`src/rtl/ola_trigger_sequencer.sv`:
```
// Multi-state trigger sequencer for a logic analyzer sample stream.
// Each state matches value/edge masks, counts occurrences, then branches and/or fires a delayed trigger.
module ola_trigger_sequencer #(
    parameter int SAMPLE_WIDTH = 8,
    parameter int STATE_WIDTH  = 2,
    parameter int COUNT_WIDTH  = 8
) (
    input  logic                    clock,
    input  logic                    reset,
    input  logic                    cfg_we,
    input  logic [STATE_WIDTH-1:0]  cfg_state,
    input  logic [2:0]              cfg_field,
    input  logic [SAMPLE_WIDTH-1:0] cfg_data,
    input  logic                    arm,
    input  logic                    in_valid,
    input  logic [SAMPLE_WIDTH-1:0] in_sample,
    input  logic [SAMPLE_WIDTH-1:0] in_falling,
    input  logic [SAMPLE_WIDTH-1:0] in_rising,
    output logic                    out_valid,
    output logic [SAMPLE_WIDTH-1:0] out_sample,
    output logic                    out_trigger,
    output logic                    armed,
    output logic                    triggered,
    output logic [STATE_WIDTH-1:0]  cur_state
);

    localparam int STATE_COUNT = 2 ** STATE_WIDTH;

    typedef enum logic [1:0] {
        MODE_IDLE,
        MODE_RUN,
        MODE_DELAY
    } mode_t;

    logic [SAMPLE_WIDTH-1:0] vmask_q [STATE_COUNT];
    logic [SAMPLE_WIDTH-1:0] value_q [STATE_COUNT];
    logic [SAMPLE_WIDTH-1:0] rmask_q [STATE_COUNT];
    logic [SAMPLE_WIDTH-1:0] fmask_q [STATE_COUNT];
    logic [COUNT_WIDTH-1:0]  count_q [STATE_COUNT];
    logic                    act_trig_q [STATE_COUNT];
    logic                    act_goto_q [STATE_COUNT];
    logic [STATE_WIDTH-1:0]  act_next_q [STATE_COUNT];
    logic [COUNT_WIDTH-1:0]  delay_q;

    mode_t                   mode;
    logic [COUNT_WIDTH-1:0]  occ_cnt;
    logic [COUNT_WIDTH-1:0]  delay_cnt;
    logic                    match;

    // Configuration is frozen while the engine runs so a capture sees a stable program.
    always_ff @(posedge clock or posedge reset) begin
        if (reset) begin
            for (int i = 0; i < STATE_COUNT; i++) begin
                vmask_q[i]    <= '0;
                value_q[i]    <= '0;
                rmask_q[i]    <= '0;
                fmask_q[i]    <= '0;
                count_q[i]    <= '0;
                act_trig_q[i] <= 1'b0;
                act_goto_q[i] <= 1'b0;
                act_next_q[i] <= '0;
            end
            delay_q <= '0;
        end else if (cfg_we && !armed) begin
            case (cfg_field)
                3'd0: vmask_q[cfg_state] <= cfg_data;
                3'd1: value_q[cfg_state] <= cfg_data;
                3'd2: rmask_q[cfg_state] <= cfg_data;
                3'd3: fmask_q[cfg_state] <= cfg_data;
                3'd4: count_q[cfg_state] <= cfg_data[COUNT_WIDTH-1:0];
                3'd5: begin
                    act_trig_q[cfg_state] <= cfg_data[0];
                    act_goto_q[cfg_state] <= cfg_data[1];
                    act_next_q[cfg_state] <= cfg_data[2 +: STATE_WIDTH];
                end
                3'd6: delay_q <= cfg_data[COUNT_WIDTH-1:0];
                default: ;
            endcase
        end
    end

    always_comb begin
        match = (((in_sample ^ value_q[cur_state]) & vmask_q[cur_state]) == '0)
             && ((in_rising & rmask_q[cur_state]) == rmask_q[cur_state])
             && ((in_falling & fmask_q[cur_state]) == fmask_q[cur_state]);
    end

    // Sequencer engine: arm restarts everything; only valid samples advance
    // the occurrence and delay counters, so input gaps stretch the delay.
    always_ff @(posedge clock or posedge reset) begin
        if (reset) begin
            mode        <= MODE_IDLE;
            armed       <= 1'b0;
            triggered   <= 1'b0;
            cur_state   <= '0;
            occ_cnt     <= '0;
            delay_cnt   <= '0;
            out_valid   <= 1'b0;
            out_sample  <= '0;
            out_trigger <= 1'b0;
        end else begin
            out_valid   <= in_valid;
            out_sample  <= in_sample;
            out_trigger <= 1'b0;
            if (arm) begin
                mode      <= MODE_RUN;
                armed     <= 1'b1;
                triggered <= 1'b0;
                cur_state <= '0;
                occ_cnt   <= '0;
                delay_cnt <= '0;
            end else if (armed && in_valid) begin
                if (mode == MODE_DELAY) begin
                    if (delay_cnt == COUNT_WIDTH'(1)) begin
                        out_trigger <= 1'b1;
                        triggered   <= 1'b1;
                        armed       <= 1'b0;
                        mode        <= MODE_IDLE;
                    end else begin
                        delay_cnt <= delay_cnt - COUNT_WIDTH'(1);
                    end
                end
                if (match) begin
                    if (occ_cnt == count_q[cur_state]) begin
                        occ_cnt <= '0;
                        if (act_goto_q[cur_state]) begin
                            cur_state <= act_next_q[cur_state];
                        end
                        if (act_trig_q[cur_state] && mode == MODE_RUN && !triggered) begin
                            if (delay_q == '0) begin
                                out_trigger <= 1'b1;
                                triggered   <= 1'b1;
                                armed       <= 1'b0;
                                mode        <= MODE_IDLE;
                            end else begin
                                mode      <= MODE_DELAY;
                                delay_cnt <= delay_q;
                            end
                        end
                    end else begin
                        occ_cnt <= occ_cnt + COUNT_WIDTH'(1);
                    end
                end
            end
        end
    end

endmodule

```
`config.mk`:
```
export PLATFORM = sky130hd
export DESIGN_NAME = ola_trigger_sequencer
export DESIGN_NICKNAME = d
export VERILOG_FILES = /design/src/rtl/ola_trigger_sequencer.sv
export SDC_FILE = /design/constraint.sdc
export NUM_CORES = 1
export LEC_CHECK = 0
export BUFFER_PORTS_ARGS = -buffer_cell sky130_fd_sc_hd__buf_2
export CAP_MARGIN = 0
export CORE_ASPECT_RATIO = 1.1
export CORE_UTILIZATION = 55
export CTS_CLUSTER_DIAMETER = 100
export CTS_CLUSTER_SIZE = 12
export DETAILED_ROUTE_END_ITERATION = 16
export PLACE_DENSITY = 0.74
export SETUP_SLACK_MARGIN = 0.4
export SYNTH_ARGS = -nofsm -noshare
export SYNTH_HDL_FRONTEND = slang
export SYNTH_SLANG_ARGS = --single-unit
```
`constraint.sdc`:
```
create_clock -name clock -period 6.07 [get_ports clock]
set_input_delay 0.3035 -clock clock [delete_from_list [all_inputs] [get_ports clock]]
set_output_delay 0.3035 -clock clock [all_outputs]
set_load 0.05 [all_outputs]
```
# --- Yosys cells after proc, flatten, opt, wreduce, memory -nomap -nowiden ---
# Cells that the tools add are included.
totals:
  romBits: 0
  output_inout_bits: 14
  wordCells: 177
  register_bits: 216
  latch_bits: 0
  ramBits: 0
  n_memories: 0
op_classes:
  n_shift: 0
  n_div: 0
  n_mul: 0
  eq_ne: 12
  addsub: 2
  mux: 87
  order_cmp: 3
  n_reduce_logical: 25
  bitwise_logic: 6
op_table:
  columns: ["op", "count"]
  rows:
  - ["8-bit two-way mux", 23]
  - ["32-bit bitwise mux", 5]
  - ["8-bit binary-select mux with 2-bit select", 5]
  - ["2-bit two-way mux", 16]
  - ["1-bit two-way mux", 29]
  - ["8-bit AND", 3]
  - ["8-bit == test", 3]
  - ["8-bit demux with 2-bit select", 1]
  - ["8-bit logical NOT", 2]
  - ["2-bit AND reduction", 8]
  - ["3-bit == test, second input constant", 3]
  - ["8-bit by 1-bit adder with 8-bit output, second input constant", 1]
  - ["4-bit bitwise mux", 2]
  - ["8-bit bitwise mux", 1]
  - ["8-bit by 1-bit == test with 1-bit output, second input constant", 1]
  - ["2-bit nonzero test", 4]
  - ["8-bit by 1-bit subtractor with 8-bit output, second input constant", 1]
  - ["8-bit bitwise XOR", 1]
  - ["1-bit logical AND", 7]
  - ["3-bit by 2-bit == test with 1-bit output, second input constant", 2]
  - ["3-bit >= comparator, second input constant", 2]
  - ["2-bit NOT with 3-bit output", 2]
  - ["1-bit binary-select mux with 2-bit select", 2]
  - ["2-bit binary-select mux with 2-bit select", 1]
  - ["9 further kinds", 10]

# --- Logic depth before layout (Yosys ltp) ---
depth:
  word_depth: 12
  mapped_depth: 10
  ltp_nobuf: 9

# --- Worst setup path before layout ---
# OpenSTA, ideal clock, no wires.
synth_path:
  path_kind: "flip-flop to flip-flop"
  from: "register cur_state[0]"
  to: "register delay_cnt[4]"
  setup_time_ns: 0.126
  path_stages_with_launch: 11
  t_required_ns: 5.944
  slack_ns: 3.063
  path_buffers: 3
  arrival_ns: 2.881
  cell_sequence: "dfrtp_1 buf_6 buf_2 mux4_2 xnor2_1 nand4_1 nor3_1 o2111ai_1 buf_2 mux2i_1 a221o_1"
synth_between:
  elab_chain_len: 12
  elab_cells_between_ends: 36
  cone_classes: "eq/ne (3); mux (23); bitwise (5); reduce/logical (5)"
synth_lines:
  columns: ["element", "line", "source"]
  rows:
  - ["start: declaration", "24", "output logic [STATE_WIDTH-1:0] cur_state"]
  - ["start signal: assignment", "127", "cur_state <= act_next_q[cur_state];"]
  - ["2-bit NOT with 3-bit output (not written as such) *", null, null]
  - ["8-bit binary-select mux with 2-bit select", "83", "match = (((in_sample ^ value_q[cur_state]) & vmask_q[cur_state]) == '0)"]
  - ["8-bit two-way mux (not written as such) (2 in a row)", "83", null]
  - ["8-bit bitwise XOR", "83", null]
  - ["8-bit AND", "83", null]
  - ["8-bit logical NOT", "83", null]
  - ["1-bit logical AND", "84", "&& ((in_rising & rmask_q[cur_state]) == rmask_q[cur_state])"]
  - ["1-bit logical AND", "85", "&& ((in_falling & fmask_q[cur_state]) == fmask_q[cur_state]);"]
  - ["8-bit two-way mux *", "123", "if (match) begin"]
  - ["8-bit two-way mux *", "112", "end else if (armed && in_valid) begin"]
  - ["8-bit two-way mux *", "105", "if (arm) begin"]
  - ["end signal: assignment", "120", "delay_cnt <= delay_cnt - COUNT_WIDTH'(1);"]
  - ["end signal: assignment", "137", "delay_cnt <= delay_q;"]
  - ["end: declaration", "47", "logic [COUNT_WIDTH-1:0] delay_cnt;"]
# Every way passes the cells marked *; elsewhere a longest branch is shown, timed or not. The select of a mux whose other input is x is not followed.
# A chain may end at the register's enable or synchronous reset.

# --- Worst setup path in the final report ---
layout_path:
  from: "register cur_state[1]"
  to: "register delay_cnt[0]"
# Same word-level chain as after synthesis.

==> results.toml <==
[run_status]
status = "finished, final reports clean"

[placed_design]
io_buffer_count = 55
post-place-ws_ns = 2.24
dp_hpwl_um = 14500
gp_congestion = 0.833

[grt]
grt_pass1_wl_um = 34800
grt_pass1_vias = 6429
grt_start_max_net_pins = 217
grt-ovfl-total = 0
antenna_found_initial = 0
grt_usage_pct = 24.4

[routing]
route.met3.wl_um = 1220
wl_per_cell_um = 21.2
vias = 6126
drt_wl_total_um = 21600
wl_met1_um = 9020
top_layer = "met4"
drtIter0Drc = 376
viasPerCell = 6.01
ant_nets = 0
dr.pass1.iters = 4
drc = 0
route.met2.wl_um = 11000

[timing]
fmax_ghz = 0.260
fin_setup_tns_ns = 0
finalCriticalPeriod_ns = 3.84
max_slew_margin_pct = 18.2
timing.clock.skew_ns = 0.0173
final.setup.worst_slack_ns = 2.23
fin_crit_sh_pct = 63.3
setup_viol_count_final = 0
whs_ns = 0.0288
drv_slew = 0
grt_setup_unrepaired = "no"
hold_violations = 0
worst_pin_slew_ns = 1.23

[worst_setup_path]
reg2reg_depth = 8
worstSetupStartpointType = "flip-flop"
cpPeakStageDelay_ns = 1.08
cp_slowest_cell = "dfrtp_1"
cp-end-kind = "flip-flop"
r2r_slack_ns = 2.23
crit_path_cell_trace = "buf_4, mux4_2, xnor2_1, nand4_1, nor3_1, o2111ai_1, and3_1, a221o_1"
required_ns = 6.45
r2r_start = "cur_state[1]$_DFFE_PP0P_"
crit_type = "reg2reg"
worstPathArrival_ns = 4.23
r2r_end = "delay_cnt[0]$_DFFE_PP0P_"
critical_path_peak_fanout = 24

[floorplan]
die_h_um = 143
fp.dieW_um = 131
pin_count = 56
num_rows = 51
core_um2 = 17700
start_util_pct = 56.4
dieArea_um2 = 18700

[yosys]
ys_seq_area_share_pct = 54.0
synth-simple-area-share_pct = 6.23
syn_inst = 733
yosysUniqueCellTypes = 56
synth-seq-cells = 216
syn-num-nets = 778
synthXorXnorAreaFrac_pct = 3.68
yosysWarningCount = 0
synth_top_flop_cell = "dfrtp_1"
synth-edff-count = 0
synth_top_family_by_area = "multiplexers"
synth_area_per_cell_um2 = 13.7
synthesis.area_um2 = 10000
async_reset_ff_share_pct = 100
synthAdderAreaFrac_pct = 0.375
synth_compound_area_share_pct = 5.43
synthMuxAreaShare_pct = 27.7

[flow_run]
max-cap-violations = 0

[pwr]
total_power_mw = 2.75
p_per_area_nw_per_um2 = 250
switching_share_pct = 22.7
ir_drop_uv = 212
p_seq_share_pct = 53.6
pwr-share-comb_pct = 5.9
internal-power_mw = 2.12
switchingPower_uw = 624
p_clk_share_pct = 40.5
p_leak_nw = 5.42

[hold_path]
hold_depth = 1
hold_class = "in2reg"
min_to = "out_sample[7]$_DFF_PP0_"
min_from = "in_sample[7]"

[clock_network]
numCtsBuffers = 21
path_clk_slew_ns = 0.06
cts_sinks = 216
htree_levels = 1
cts-resized-gates = 0
root_buffer = "clkbuf_16"
tritoncts = "built"
clockBufferDepth = 3
clock_latency_ns = 0.50

[finish]
syn2layout_area_growth_pct = 10.1
final_layout_size_suffix_gt1_share_pct = 37.9
layout.nets = 826
n_antenna_cell = 0
fin_util_pct = 62.1
## sequential cells by signal, summed over array words and instances (netlist names), 2 cells and up
name / cells
count_q: 32
act_goto_q: 4
rmask_q: 32
delay_q: 8
act_next_q: 8
occ_cnt: 8
fmask_q: 32
mode: 2
value_q: 32
out_sample: 8
cur_state: 2
delay_cnt: 8
act_trig_q: 4
vmask_q: 32
## Yosys cell counts, types with 11 or more instances
cell	number	area share (%)
nor2_1	26	0.98
dfrtp_1	216	54
mux4_2	20	4.5
nand2_1	34	1.3
a22oi_1	18	1.4
xor2_1	32	2.8
mux2_2	183	21
inv_1	25	0.94
o21ai_0	12	0.60
clkbuf_1	25	0.94
nand3_1	11	0.55
## stage by stage
| stage | std cells | instance area (um^2) |
|---|---|---|
| after floorplan | 733 | 10000 |
| after global placement | 995 | 10500 |
| after detailed placement | 995 | 10500 |
| after CTS | 1019 | 11000 |
| after global routing | 1019 | 11000 |
| final | 1019 | 11000 |
## power groups by stage
stage	Combinational (mW)	Clock [mW]	Sequential, mW
2_1_floorplan	0.0964	0	1.51
3_3_place_gp	0.157	0	1.50
3_5_place_dp	0.162	0	1.50
4_1_cts	0.163	1.14	1.47
5_1_grt	0.178	1.19	1.48
6_report	0.161	1.11	1.47
## critical path, delay by kind of cell, from the launching register on
family | cells | cell delay [ns]
DFF | 1 | 1.08
AOI/OAI and AO/OA | 2 | 0.88
buffers and inverters | 1 | 0.35
muxes | 1 | 0.34
and+or+nand+nor | 3 | 0.92
xor gates and xnor gates | 1 | 0.15
## how the worst max path moves through the flow
| stage | startpoint | to | slack [ns] | cells after the start |
|---|---|---|---|---|
| floorplan | reset | act_goto_q[0]$_DFFE_PP0P_ | 2.95 | 1 |
| global placement | cur_state[0]$_DFFE_PP0P_ | delay_cnt[0]$_DFFE_PP0P_ | 2.41 | 8 |
| detailed placement | cur_state[0]$_DFFE_PP0P_ | delay_cnt[0]$_DFFE_PP0P_ | 2.24 | 8 |
| CTS | cur_state[0]$_DFFE_PP0P_ | delay_cnt[0]$_DFFE_PP0P_ | 2.25 | 8 |
| global route | cur_state[1]$_DFFE_PP0P_ | delay_cnt[0]$_DFFE_PP0P_ | 2.00 | 8 |
| finish | cur_state[1]$_DFFE_PP0P_ | delay_cnt[0]$_DFFE_PP0P_ | 2.23 | 8 |
## timing repair
item / CTS / global route
setup buffers: 0 / 0
hold buffers: 1 / 0
endpoints found under the hold margin: 1 / 0
## final cells by class
type,instances,area [um^2]
Tap cell,238,298
Multi-Input combinational cell,456,4340
Timing Repair Buffer,60,328
Clock buffer,22,529
Sequential cell,216,5410
Clock inverter,1,8.76
Fill cell,1412,6730
Inverter,26,101
## cell usage in the layout, fill, tap and decap left out, drive strengths merged, types with 7 or more instances in the layout
master  Yosys  layout
xor2       32      32
mux2      183     183
buf        10      59
nor2       26      26
o21ai      12      12
inv        25      25
dfrtp     216     216
a21oi      10      10
clkbuf     25      22
mux4       28      28
nand3      11      11
nor3       10      10
a22o        7       7
nand4       7       7
a22oi      18      18
nand2      34      34
xnor2      10      10
## kinds of logic (layout without fill, tap and decap cells)
family                   after synthesis  count (layout)
XOR/XNOR                              42              42
adder cells (fa/ha/maj)                3               3
buffers and inverters                 61             109
AO/OA/AOI/OAI                         75              75
AND/OR/NAND/NOR                      120             120
multiplexers                         216             216
flip-flops                           216             216
## routing by layer
layer	vias up	global-route usage [%]
met4	0	6.05
met5	-	0
li1	2760	-
met3	36	4.17
met2	152	41.2
met1	3178	32.9
Note: power is estimated with default switching activity, not from simulation.
